[config.mk]
export PLATFORM = sky130hd
export DESIGN_NAME = keypad_scan_fifo
export DESIGN_NICKNAME = d
export VERILOG_FILES = /design/src/rtl/keypad_pkg.sv /design/src/rtl/key_fifo.sv /design/src/rtl/keypad_scan_fifo.sv
export SDC_FILE = /design/constraint.sdc
export NUM_CORES = 1
export LEC_CHECK = 0
export CAP_MARGIN = 20
export CORE_AREA = 3 3 90 92
export DETAILED_ROUTE_END_ITERATION = 7
export DIE_AREA = 0 0 93 95
export MAX_ROUTING_LAYER = met4
export PLACE_DENSITY_LB_ADDON = 0.15
export SLEW_MARGIN = 20
export SYNTH_ARGS = -nofsm -noshare
export SYNTH_HDL_FRONTEND = slang
export SYNTH_SLANG_ARGS = --single-unit
[constraint.sdc]
create_clock -name CLOCK_50 -period 4.3 [get_ports CLOCK_50]
set_clock_uncertainty 0.15 [all_clocks]
set_input_delay 0.86 -clock CLOCK_50 [delete_from_list [all_inputs] [get_ports CLOCK_50]]
set_output_delay 0.86 -clock CLOCK_50 [all_outputs]
set_load 0.05 [all_outputs]
[src/rtl/keypad_pkg.sv]
// Shared types for keypad_scan_fifo: keycodes, index-to-code table,
// scan FSM states and the "no single key" sample value.
package keypad_pkg;

  typedef logic [3:0] keycode_t;
  typedef logic [4:0] sample_t;

  typedef enum logic [1:0] {
    SCAN     = 2'd0,
    DEBOUNCE = 2'd1,
    PRESSED  = 2'd2
  } state_e;

  localparam keycode_t KEY_0 = 4'h0;
  localparam keycode_t KEY_1 = 4'h1;
  localparam keycode_t KEY_2 = 4'h2;
  localparam keycode_t KEY_3 = 4'h3;
  localparam keycode_t KEY_4 = 4'h4;
  localparam keycode_t KEY_5 = 4'h5;
  localparam keycode_t KEY_6 = 4'h6;
  localparam keycode_t KEY_7 = 4'h7;
  localparam keycode_t KEY_8 = 4'h8;
  localparam keycode_t KEY_9 = 4'h9;
  localparam keycode_t KEY_A = 4'hA;
  localparam keycode_t KEY_B = 4'hB;
  localparam keycode_t KEY_C = 4'hC;
  localparam keycode_t KEY_D = 4'hD;
  localparam keycode_t KEY_E = 4'hE;
  localparam keycode_t KEY_F = 4'hF;

  // Row-major physical layout of the standard 4x4 pad
  localparam keycode_t KEY_TABLE [16] = '{
    KEY_1, KEY_2, KEY_3, KEY_A,
    KEY_4, KEY_5, KEY_6, KEY_B,
    KEY_7, KEY_8, KEY_9, KEY_C,
    KEY_E, KEY_0, KEY_F, KEY_D
  };

  localparam sample_t SAMPLE_NONE = 5'h10;

  function automatic keycode_t key_of(
    input logic [3:0] idx
  );
    return KEY_TABLE[idx];
  endfunction

endpackage

[src/rtl/key_fifo.sv]
// Keycode FIFO with registered head, valid and count.
// Push into a full FIFO is only accepted when a pop happens the same cycle.
module key_fifo
  import keypad_pkg::*;
#(
  parameter int DEPTH = 8,
  parameter int CW    = $clog2(DEPTH) + 1
) (
  input  logic          clk,
  input  logic          rst_n,
  input  logic          push,
  input  keycode_t      wdata,
  input  logic          pop,
  output keycode_t      head,
  output logic          valid,
  output logic [CW-1:0] count,
  output logic          full,
  output logic          empty
);

  localparam int AW = $clog2(DEPTH);

  keycode_t      mem_q [DEPTH];
  keycode_t      mem_d [DEPTH];
  logic [AW-1:0] wr_q, wr_d;
  logic [AW-1:0] rd_q, rd_d;
  logic [CW-1:0] cnt_q, cnt_d;
  keycode_t      head_q, head_d;
  logic          valid_q, valid_d;
  logic          push_ok;
  logic          pop_ok;

  assign full  = (cnt_q == CW'(DEPTH));
  assign empty = (cnt_q == '0);

  always_comb begin
    pop_ok  = pop & ~empty;
    push_ok = push & (~full | pop_ok);
    mem_d   = mem_q;
    if (push_ok) begin
      mem_d[wr_q] = wdata;
    end
    wr_d    = wr_q + AW'(push_ok);
    rd_d    = rd_q + AW'(pop_ok);
    cnt_d   = cnt_q + CW'(push_ok) - CW'(pop_ok);
    valid_d = (cnt_d != '0);
    // New head bypasses memory when it lands in a drained FIFO
    if (!valid_d) begin
      head_d = '0;
    end else if (push_ok && (rd_d == wr_q)) begin
      head_d = wdata;
    end else begin
      head_d = mem_q[rd_d];
    end
  end

  always_ff @(posedge clk or negedge rst_n) begin
    if (!rst_n) begin
      for (int i = 0; i < DEPTH; i++) begin
        mem_q[i] <= '0;
      end
      wr_q    <= '0;
      rd_q    <= '0;
      cnt_q   <= '0;
      head_q  <= '0;
      valid_q <= 1'b0;
    end else begin
      mem_q   <= mem_d;
      wr_q    <= wr_d;
      rd_q    <= rd_d;
      cnt_q   <= cnt_d;
      head_q  <= head_d;
      valid_q <= valid_d;
    end
  end

  assign head  = head_q;
  assign valid = valid_q;
  assign count = cnt_q;

endmodule

[src/rtl/keypad_scan_fifo.sv]
// Matrix keypad scanner, debouncer and event FIFO.
// Define KEYPAD_REPEAT_EN to enable auto-repeat while a key is held.
module keypad_scan_fifo
  import keypad_pkg::*;
#(
  parameter int NROWS     = 4,
  parameter int NCOLS     = 4,
  parameter int SCAN_DIV  = 500,
  parameter int DEB_TICKS = 20,
  parameter int DEPTH     = 8,
  parameter int REP_DELAY = 400,
  parameter int REP_RATE  = 100
) (
  input  logic                     CLOCK_50,
  input  logic                     Reset,
  output logic [NCOLS-1:0]         col_n,
  input  logic [NROWS-1:0]         row_n,
  output logic [3:0]               key_code,
  output logic                     key_valid,
  input  logic                     key_ready,
  output logic [$clog2(DEPTH):0]   fifo_count,
  output logic                     key_held,
  output logic                     overflow,
  input  logic                     ovf_clr
);

  localparam int CLW = $clog2(NCOLS);
  localparam int DVW = $clog2(SCAN_DIV);
  localparam int DBW = $clog2(DEB_TICKS);
  localparam int CW  = $clog2(DEPTH) + 1;

  logic [DVW-1:0]   div_q, div_d;
  logic             tick_q, tick_d;
  logic [NROWS-1:0] row_s_q;
  state_e           state_q, state_d;
  logic [CLW-1:0]   col_q, col_d;
  logic [NCOLS-1:0] coln_q, coln_d;
  sample_t          last_q, last_d;
  logic [DBW-1:0]   cnt_q, cnt_d;
  logic             held_q, held_d;
  logic             push_q, push_d;
  keycode_t         pcode_q, pcode_d;
  logic             ovf_q, ovf_d;

  logic [NROWS-1:0] low;
  logic [1:0]       row_idx;
  logic             any_low;
  logic             one_low;
  sample_t          sample;

  logic             fifo_full;
  logic             fifo_empty;
  logic             pop;
  logic             drop;

`ifdef KEYPAD_REPEAT_EN
  localparam int RMAX = (REP_DELAY > REP_RATE) ? REP_DELAY : REP_RATE;
  localparam int RPW  = $clog2(RMAX + 1);
  logic [RPW-1:0] rep_q, rep_d;
`endif

  always_comb begin
    tick_d = (div_q == DVW'(SCAN_DIV - 1));
    div_d  = tick_d ? '0 : div_q + DVW'(1);
  end

  always_comb begin
    low     = ~row_s_q;
    any_low = |low;
    one_low = any_low && ((low & (low - 1'b1)) == '0);
    row_idx = '0;
    for (int r = 0; r < NROWS; r++) begin
      if (low[r]) begin
        row_idx = 2'(r);
      end
    end
    sample = one_low
           ? sample_t'(row_idx) * sample_t'(NCOLS) + sample_t'(col_q)
           : SAMPLE_NONE;
  end

  always_comb begin
    state_d = state_q;
    col_d   = col_q;
    last_d  = last_q;
    cnt_d   = cnt_q;
    held_d  = held_q;
    push_d  = 1'b0;
    pcode_d = pcode_q;
`ifdef KEYPAD_REPEAT_EN
    rep_d   = rep_q;
`endif
    if (tick_q) begin
      unique case (state_q)
        SCAN: begin
          if (any_low) begin
            state_d = DEBOUNCE;
            last_d  = sample;
            cnt_d   = DBW'(1);
          end else if (col_q == CLW'(NCOLS - 1)) begin
            col_d = '0;
          end else begin
            col_d = col_q + CLW'(1);
          end
        end
        DEBOUNCE: begin
          if (sample != last_q) begin
            last_d = sample;
            cnt_d  = DBW'(1);
          end else if (cnt_q == DBW'(DEB_TICKS - 1)) begin
            cnt_d = '0;
            if (sample == SAMPLE_NONE) begin
              state_d = SCAN;
            end else begin
              state_d = PRESSED;
              held_d  = 1'b1;
              push_d  = 1'b1;
              pcode_d = key_of(sample[3:0]);
`ifdef KEYPAD_REPEAT_EN
              rep_d   = RPW'(REP_DELAY);
`endif
            end
          end else begin
            cnt_d = cnt_q + DBW'(1);
          end
        end
        PRESSED: begin
          // Any key activity restarts the release count
          if (sample != SAMPLE_NONE) begin
            cnt_d = '0;
          end else if (cnt_q == DBW'(DEB_TICKS - 1)) begin
            cnt_d   = '0;
            state_d = SCAN;
            held_d  = 1'b0;
          end else begin
            cnt_d = cnt_q + DBW'(1);
          end
`ifdef KEYPAD_REPEAT_EN
          if (rep_q == RPW'(1)) begin
            push_d = 1'b1;
            rep_d  = RPW'(REP_RATE);
          end else begin
            rep_d = rep_q - RPW'(1);
          end
`endif
        end
        default: begin
          state_d = SCAN;
        end
      endcase
    end
    coln_d = ~(NCOLS'(1) << col_d);
  end

  always_comb begin
    pop   = key_ready & ~fifo_empty;
    drop  = push_q & fifo_full & ~pop;
    ovf_d = (ovf_q & ~ovf_clr) | drop;
  end

  // One sync stage only: rows must settle within one tick of a column change
  always_ff @(posedge CLOCK_50 or negedge Reset) begin
    if (!Reset) begin
      div_q   <= '0;
      tick_q  <= 1'b0;
      row_s_q <= '1;
      state_q <= SCAN;
      col_q   <= '0;
      coln_q  <= ~(NCOLS'(1));
      last_q  <= SAMPLE_NONE;
      cnt_q   <= '0;
      held_q  <= 1'b0;
      push_q  <= 1'b0;
      pcode_q <= '0;
      ovf_q   <= 1'b0;
    end else begin
      div_q   <= div_d;
      tick_q  <= tick_d;
      row_s_q <= row_n;
      state_q <= state_d;
      col_q   <= col_d;
      coln_q  <= coln_d;
      last_q  <= last_d;
      cnt_q   <= cnt_d;
      held_q  <= held_d;
      push_q  <= push_d;
      pcode_q <= pcode_d;
      ovf_q   <= ovf_d;
    end
  end

`ifdef KEYPAD_REPEAT_EN
  always_ff @(posedge CLOCK_50 or negedge Reset) begin
    if (!Reset) begin
      rep_q <= '0;
    end else begin
      rep_q <= rep_d;
    end
  end
`endif

  key_fifo #(
    .DEPTH (DEPTH),
    .CW    (CW)
  ) u_fifo (
    .clk   (CLOCK_50),
    .rst_n (Reset),
    .push  (push_q),
    .wdata (pcode_q),
    .pop   (pop),
    .head  (key_code),
    .valid (key_valid),
    .count (fifo_count),
    .full  (fifo_full),
    .empty (fifo_empty)
  );

  assign col_n    = coln_q;
  assign key_held = held_q;
  assign overflow = ovf_q;

endmodule

# Word level (Yosys, flattened, before mapping)
# Memories as Yosys holds them, arrays and structs flattened. A register that Yosys moved wholly into a read port is not among the register bits.
# Index checks and enable logic that the tools add are counted.
# Widths: inputs -> output; s select.
# op_classes
addsub	9
order_cmp	3
n_eq_ne	17
shifts	1
n_mux	43
bitwise_logic	20
reduce_logical	17
# ops
operator	n
$mux 5	7
$bwmux 32	1
$mux 2	12
$mux 4	5
$pmux 5 s3	1
$ne 2x2->1 const B	7
$bmux 4 s3	1
$demux 4 s3	1
$mux 1	11
$eq 5x5->1 const B	2
$pmux 5 s2	1
$add 9x1->9 const B	1
$eq 9x9->1 const B	1
$mux 9	1
$ge 4x4->1 const B	2
$logic_not 4->1	2
$not 3->4	2
$not 4->4	2
$reduce_and 7->1	1
$add 3x1->3	2
$and 1x1->1	6
$not 1->1	6
$pmux 2 s3	1
$reduce_and 6->1	1
other kinds (28)	33
# totals
reg_bits	82
rom_bits	64
inputBits	8
word_cells	135
n_memories	1
# mem_list
name	words	word_bits	rd	rd_ports_with_merged_regs	wr	line_no	source
(name not given)	16	4	1	1	0	keypad_pkg.sv:44	return KEY_TABLE[idx];

# Longest topological paths before layout
# logic_depth
depth_word	12
ltp_mapped	12
depth_no_buf	12

# By module
# From an unflattened synthesis, not the netlist that was laid out.
# unflattened
cells_unflattened	367
hier_area_um2	4469.3
# modules_own_cells
module	n_inst	cells_per_inst	area_per_inst_um2	seq_area_each_um2
key_fifo	1	153	2292.2	1176.1
keypad_scan_fifo	1	214	2177.1	985.9

# Worst setup path after synthesis
# No wires, ideal clock.
# synth_timing
path_kind	register -> register
from	reg u_fifo.cnt_q[2], in the netlist u_fifo.count[2]
to	reg u_fifo.head_q[0], in the netlist u_fifo.head[0]
t_arrival_ns	3.159
t_required_ns	4.005
path_slack_ns	0.846
path_stages_with_launch	12
cell_sequence	dfrtp_1 -> inv_1 -> ha_1 -> a21boi_0 -> ha_1 -> ha_1 -> xor2_1 -> xor2_1 -> nor4_1 -> nor2_1 -> a21oi_1 -> nor2_1
# synth_between
elab_chain_cells	11
word_cells_on_any_way	20
# synth_rtl
element	line_no	source
start, declared	key_fifo.sv:27	logic [CW-1:0] cnt_q, cnt_d;
start signal, assigned	key_fifo.sv:71	cnt_q <= cnt_d;
$logic_not 4->1 (*)	key_fifo.sv:34	assign empty = (cnt_q == '0);
$not 1->1 (*)	key_fifo.sv:37, keypad_scan_fifo.sv:156	
$and 1x1->1	keypad_scan_fifo.sv:156	pop = key_ready & ~fifo_empty;
$and 1x1->1 (*)	key_fifo.sv:37	pop_ok = pop & ~empty;
$add 3x1->3 (*)	key_fifo.sv:44	rd_d = rd_q + AW'(pop_ok);
via u_fifo.rd_d[2]	key_fifo.sv:26	logic [AW-1:0] rd_q, rd_d;
$not 3->4 (not written as such)	key_fifo.sv:53	head_d = mem_q[rd_d];
$bmux 4 s3	key_fifo.sv:53	
$mux 4 (not written as such) (2 in a row)	key_fifo.sv:53	
$mux 4 (*)	key_fifo.sv:50	end else if (push_ok && (rd_d == wr_q)) begin
$mux 4 (*)	key_fifo.sv:48	if (!valid_d) begin
via u_fifo.head_d[0]	key_fifo.sv:28	keycode_t head_q, head_d;
end signal, assigned	key_fifo.sv:65	head_q <= '0;
end signal, assigned	key_fifo.sv:72	head_q <= head_d;
end, declared	key_fifo.sv:28	
# Mark *: on every way through the listed nets, which the timed path passes. The rest lies on a longest branch. The select of a mux whose other input is x is not followed.
# A chain may end at the register's enable or synchronous reset.

# Worst setup path in the final report
# layout_timing
from	in key_ready
to	reg u_fifo.head_q[1], in the netlist u_fifo.head[1]
# layout_between
word_cells_on_any_way	16
# layout_lines
element	line_no	source
start, declared	keypad_scan_fifo.sv:20	input logic key_ready,
$and 1x1->1 (*)	keypad_scan_fifo.sv:156	
$and 1x1->1 (*)	key_fifo.sv:37	
$or 1x1->1	key_fifo.sv:38	push_ok = push & (~full | pop_ok);
$and 1x1->1	key_fifo.sv:38	
$add 4x1->4	key_fifo.sv:45	cnt_d = cnt_q + CW'(push_ok) - CW'(pop_ok);
$sub 4x1->4 (*)	key_fifo.sv:45	
via u_fifo.cnt_d[3]	key_fifo.sv:27	
$reduce_bool 4->1 (*)	key_fifo.sv:46	valid_d = (cnt_d != '0);
$mux 4 (*)	key_fifo.sv:48	
via u_fifo.head_d[1]	key_fifo.sv:28	
# Marks and branches as above.

==> results.md <==
| Parameter | Reported |
|:---|:---|
| Most common library cell in the layout ignoring fill and taps | sky130_fd_sc_hd__dfrtp_1 |
| Placeable Area | 0.00729 mm2 |
| Placed Area | 0.00468 mm2 |
| Result of the run | completed |
| Number of buffer cells added on primary ports | 22 |
| Power density cells | 412 mW/mm2 |
| Sw Ratio | 31.1% |
| CTS sink count | 86 |
| Chip Height | 95 um |
| Shortest period the worst path allows | 3230 ps |
| Total Die Area | 0.00884 mm2 |
| Post-route standard cell area excluding fillers | 0.00491 mm2 |
| Number of setup buffers added after CTS | 0 |
| Critical path start-end classification | in -> reg |
| Worst-case setup margin in the final layout | 1070 ps |
| Initial Utilization | 60.0% |
| Vias in the first global route | 2,897 |
| Placement Setup Slack | 730 ps |
| I/O pin count | 23 |
| Commonest register cell after synthesis | sky130_fd_sc_hd__dfrtp_1 |
| Number of design rule violations left after detail routing | 0 |
| Clock input transition at the sequential cells of the worst setup and hold paths | 90 ps |
| Tot Pwr | 0.00202 W |
| Sequential share of power | 43.5% |
| Final hold violation count | 0 |
| Endpoint arrival time on the critical path | 3340 ps |
| Average wire length per cell after detail routing | 15.4 um |
| Leakage power | 2.34 nW |
| Setup violation total in the final timing report | 0 |
| Iteration-0 DRC Markers | 163 |
| Max VDD drop | 0.207 mV |
| CTS Buf Count | 9 |
| Capturing element type of the critical path | flop |
| Detailed Routing Iterations Pass 1 | 5 |
| Sequential fraction of the synthesis area | 49.4% |
| Max-cap violation count | 0 |
| Total track usage | 20.0% |
| Fill cell instance count of the final layout | 601 |
| Internal power | 0.00139 W |
| Crit Path Max Fanout | 5 |
| Path class of the lowest-slack min-delay path | reg -> reg |
| Worst Path Required | 4400 ps |
| Synth warnings | 0 |
| Area used by multi-input combinational logic | 0.00204 mm2 |
| Layout cell share with drive strength beyond 1 | 21.4% |
| # rows | 31 |
| Largest net degree at the start of global routing | 87 |
| Synthesized area | 0.00437 mm2 |
| Final Wtd Congestion | 0.835 |
| Post-Route Setup TNS | 0 ps |
| TritonCTS clock tree | done |
| Netlist cell types | 57 |
| First-pass GRT wire length | 13,400 um |
| Overall via count from detail_route | 2,880 |
| Total of flip-flops plus latches after synthesis | 86 |
| Count of instances resized after the clock tree is built | 0 |
| Portion of total power attributed to the clock network | 31.5% |
| Pins over their slew limit | 0 |
| RSZ-0062 raised after global routing | false |
| Instance count of the mapped netlist | 380 |
| Fmax | 309 MHz |
| Transition at the pin with the smallest max-transition slack | 802 ps |
| H-tree level count | 3 |
| Die width | 93 um |
| Final Routed Wirelength | 7780 um |
| Mean post-synth cell area | 11.5 um2 |
| Number of nets with antenna violations after routing | 0 |
| Number of enable-type register cells in the synthesized netlist | 0 |
| Number of inserted diodes | 0 |
| Total net switching power | 0.000630 W |
| Gate power share | 25.0% |
| Proportion of synthesized flip-flops having asynchronous set or reset | 100% |
| Max transition margin | 46.4% |
| Net count reported at finish | 429 |
| Flip-flop and latch area | 0.00216 mm2 |
| Root buffer cell | sky130_fd_sc_hd__clkbuf_8 |
| Maximum clock path buffer count | 2 |
| Net count after synthesis | 408 |
| Type of element launching the critical path | primary input |
| Aggregate global routing overflow | 0 |
| Area growth from synthesis to layout | 12.4% |
| Most frequent cells in the layout | sky130_fd_sc_hd__dfrtp_1, sky130_fd_sc_hd__mux2_2, sky130_fd_sc_hd__nor2_1 |
| Initial antenna violation count | 0 |
| Hold Buf Count CTS | 0 |
| Dpl hpwl | 5510 um |
| Clock Latency Late Sink | 360 ps |
| Final cycle utilization of the critical path | 75.2% |
| Mean number of vias per cell | 5.70 |
-- power by group through the flow --
stage / registers (W) / clock network [W] / logic, W
after global placement: 0.000896 / 0 / 0.000498
after global routing: 0.000888 / 0.000689 / 0.000559
after CTS: 0.000881 / 0.000653 / 0.000513
after floorplan: 0.000961 / 0 / 0.000297
after detailed placement: 0.000897 / 0 / 0.000511
final: 0.000881 / 0.000638 / 0.000506
-- kinds of logic after synthesis --
kind of cell               Yosys count  share of synthesized area (%)
and+or+nand+nor                    104                           12.3
DFF                                 86                           49.4
muxes                               57                           16.7
AOI/OAI and AO/OA                   52                           8.27
buffers and inverters               43                           3.86
adders and majority gates           20                           5.89
xor gates and xnor gates            18                           3.61
-- flip-flops by register name (all words and copies together), names as in the netlist, 2 cells and up --
signal / flops
cnt_q: 5
col_n: 4
col_q: 2
div_q: 9
last_q: 5
pcode_q: 4
row_s_q: 4
state_q: 2
u_fifo.count: 4
u_fifo.head: 4
u_fifo.mem_q: 32
u_fifo.rd_q: 3
u_fifo.wr_q: 3
-- stage by stage --
stage,hold slack [ps],instances,util (%)
floorplan,305,380,-
global placement,325,489,64.2
detailed placement,330,489,64.2
CTS,343,505,67.3
global route,366,505,67.4
finish,340,505,67.4
-- worst paths after layout --
path / end / start / cells after the start / slack, ps
setup reg to reg: u_fifo.head[1] / u_fifo.count[2] / 13 / 1390
setup / recovery: u_fifo.head[1] / key_ready / 12 / 1070
min in group asynchronous: u_fifo.count[3] / Reset / 1 / 380
max in group asynchronous: pcode_q[2] / Reset / 1 / 3090
hold / removal: div_q[0] / div_q[0] / 1 / 340
hold reg to reg: div_q[0] / div_q[0] / 1 / 340
-- critical path: stages --
cell and delay, ps:
sky130_fd_sc_hd__clkdlybuf4s50_1 420, sky130_fd_sc_hd__nor2b_1 150, sky130_fd_sc_hd__o21ai_0 510, sky130_fd_sc_hd__inv_1 190, sky130_fd_sc_hd__ha_1 260, sky130_fd_sc_hd__a21o_1 160, sky130_fd_sc_hd__a21oi_1 170, sky130_fd_sc_hd__xnor2_1 130
sky130_fd_sc_hd__inv_1 60, sky130_fd_sc_hd__nor4_1 180, sky130_fd_sc_hd__buf_4 190, sky130_fd_sc_hd__nor2_1 50
-- per-layer routing --
layer	vias to the layer above	routed length [um]	GRT usage (%)
met4	0	125	6.96
met1	1431	3570	24.7
li1	1388	-	-
met5	-	0	-
met2	48	3810	33.1
met3	13	270	3.98
-- area by class of cell --
cell class	instances	area share (%)
inverter	25	1.91
multi-input combinational	251	41.5
sequential	86	44.0
tap	99	2.52
clock buffer	9	2.52
timing repair buffer	28	5.42
clock inverter	7	2.09
-- Yosys cell counts (all sizes together) (2+ instances only) --
library cell / instances / area share, %
dfrtp: 78 / 45
mux2: 43 / 11
nor2: 27 / 2.3
inv: 25 / 2.1
nand2: 23 / 2.0
ha: 19 / 5.4
nand3: 13 / 1.5
o21ai: 12 / 1.4
a21oi: 10 / 1.1
xor2: 10 / 2.0
buf: 9 / 0.94
clkbuf: 9 / 0.77
and3: 8 / 1.1
dfstp: 8 / 4.8
mux4: 8 / 4.1
xnor2: 8 / 1.6
mux2i: 6 / 1.4
and2: 4 / 0.57
nor2b: 4 / 0.57
nor3: 4 / 0.46
a211oi: 3 / 0.63
a22o: 3 / 0.60
nand2b: 3 / 0.43
nand3b: 3 / 0.51
nor4: 3 / 0.43
o22ai: 3 / 0.43
o31ai: 3 / 0.51
a21o: 2 / 0.34
a31oi: 2 / 0.29
nand4: 2 / 0.29
nor3b: 2 / 0.34
nor4b: 2 / 0.40
nor4bb: 2 / 0.46
o211ai: 2 / 0.34
(Power assumes the default switching activity.)
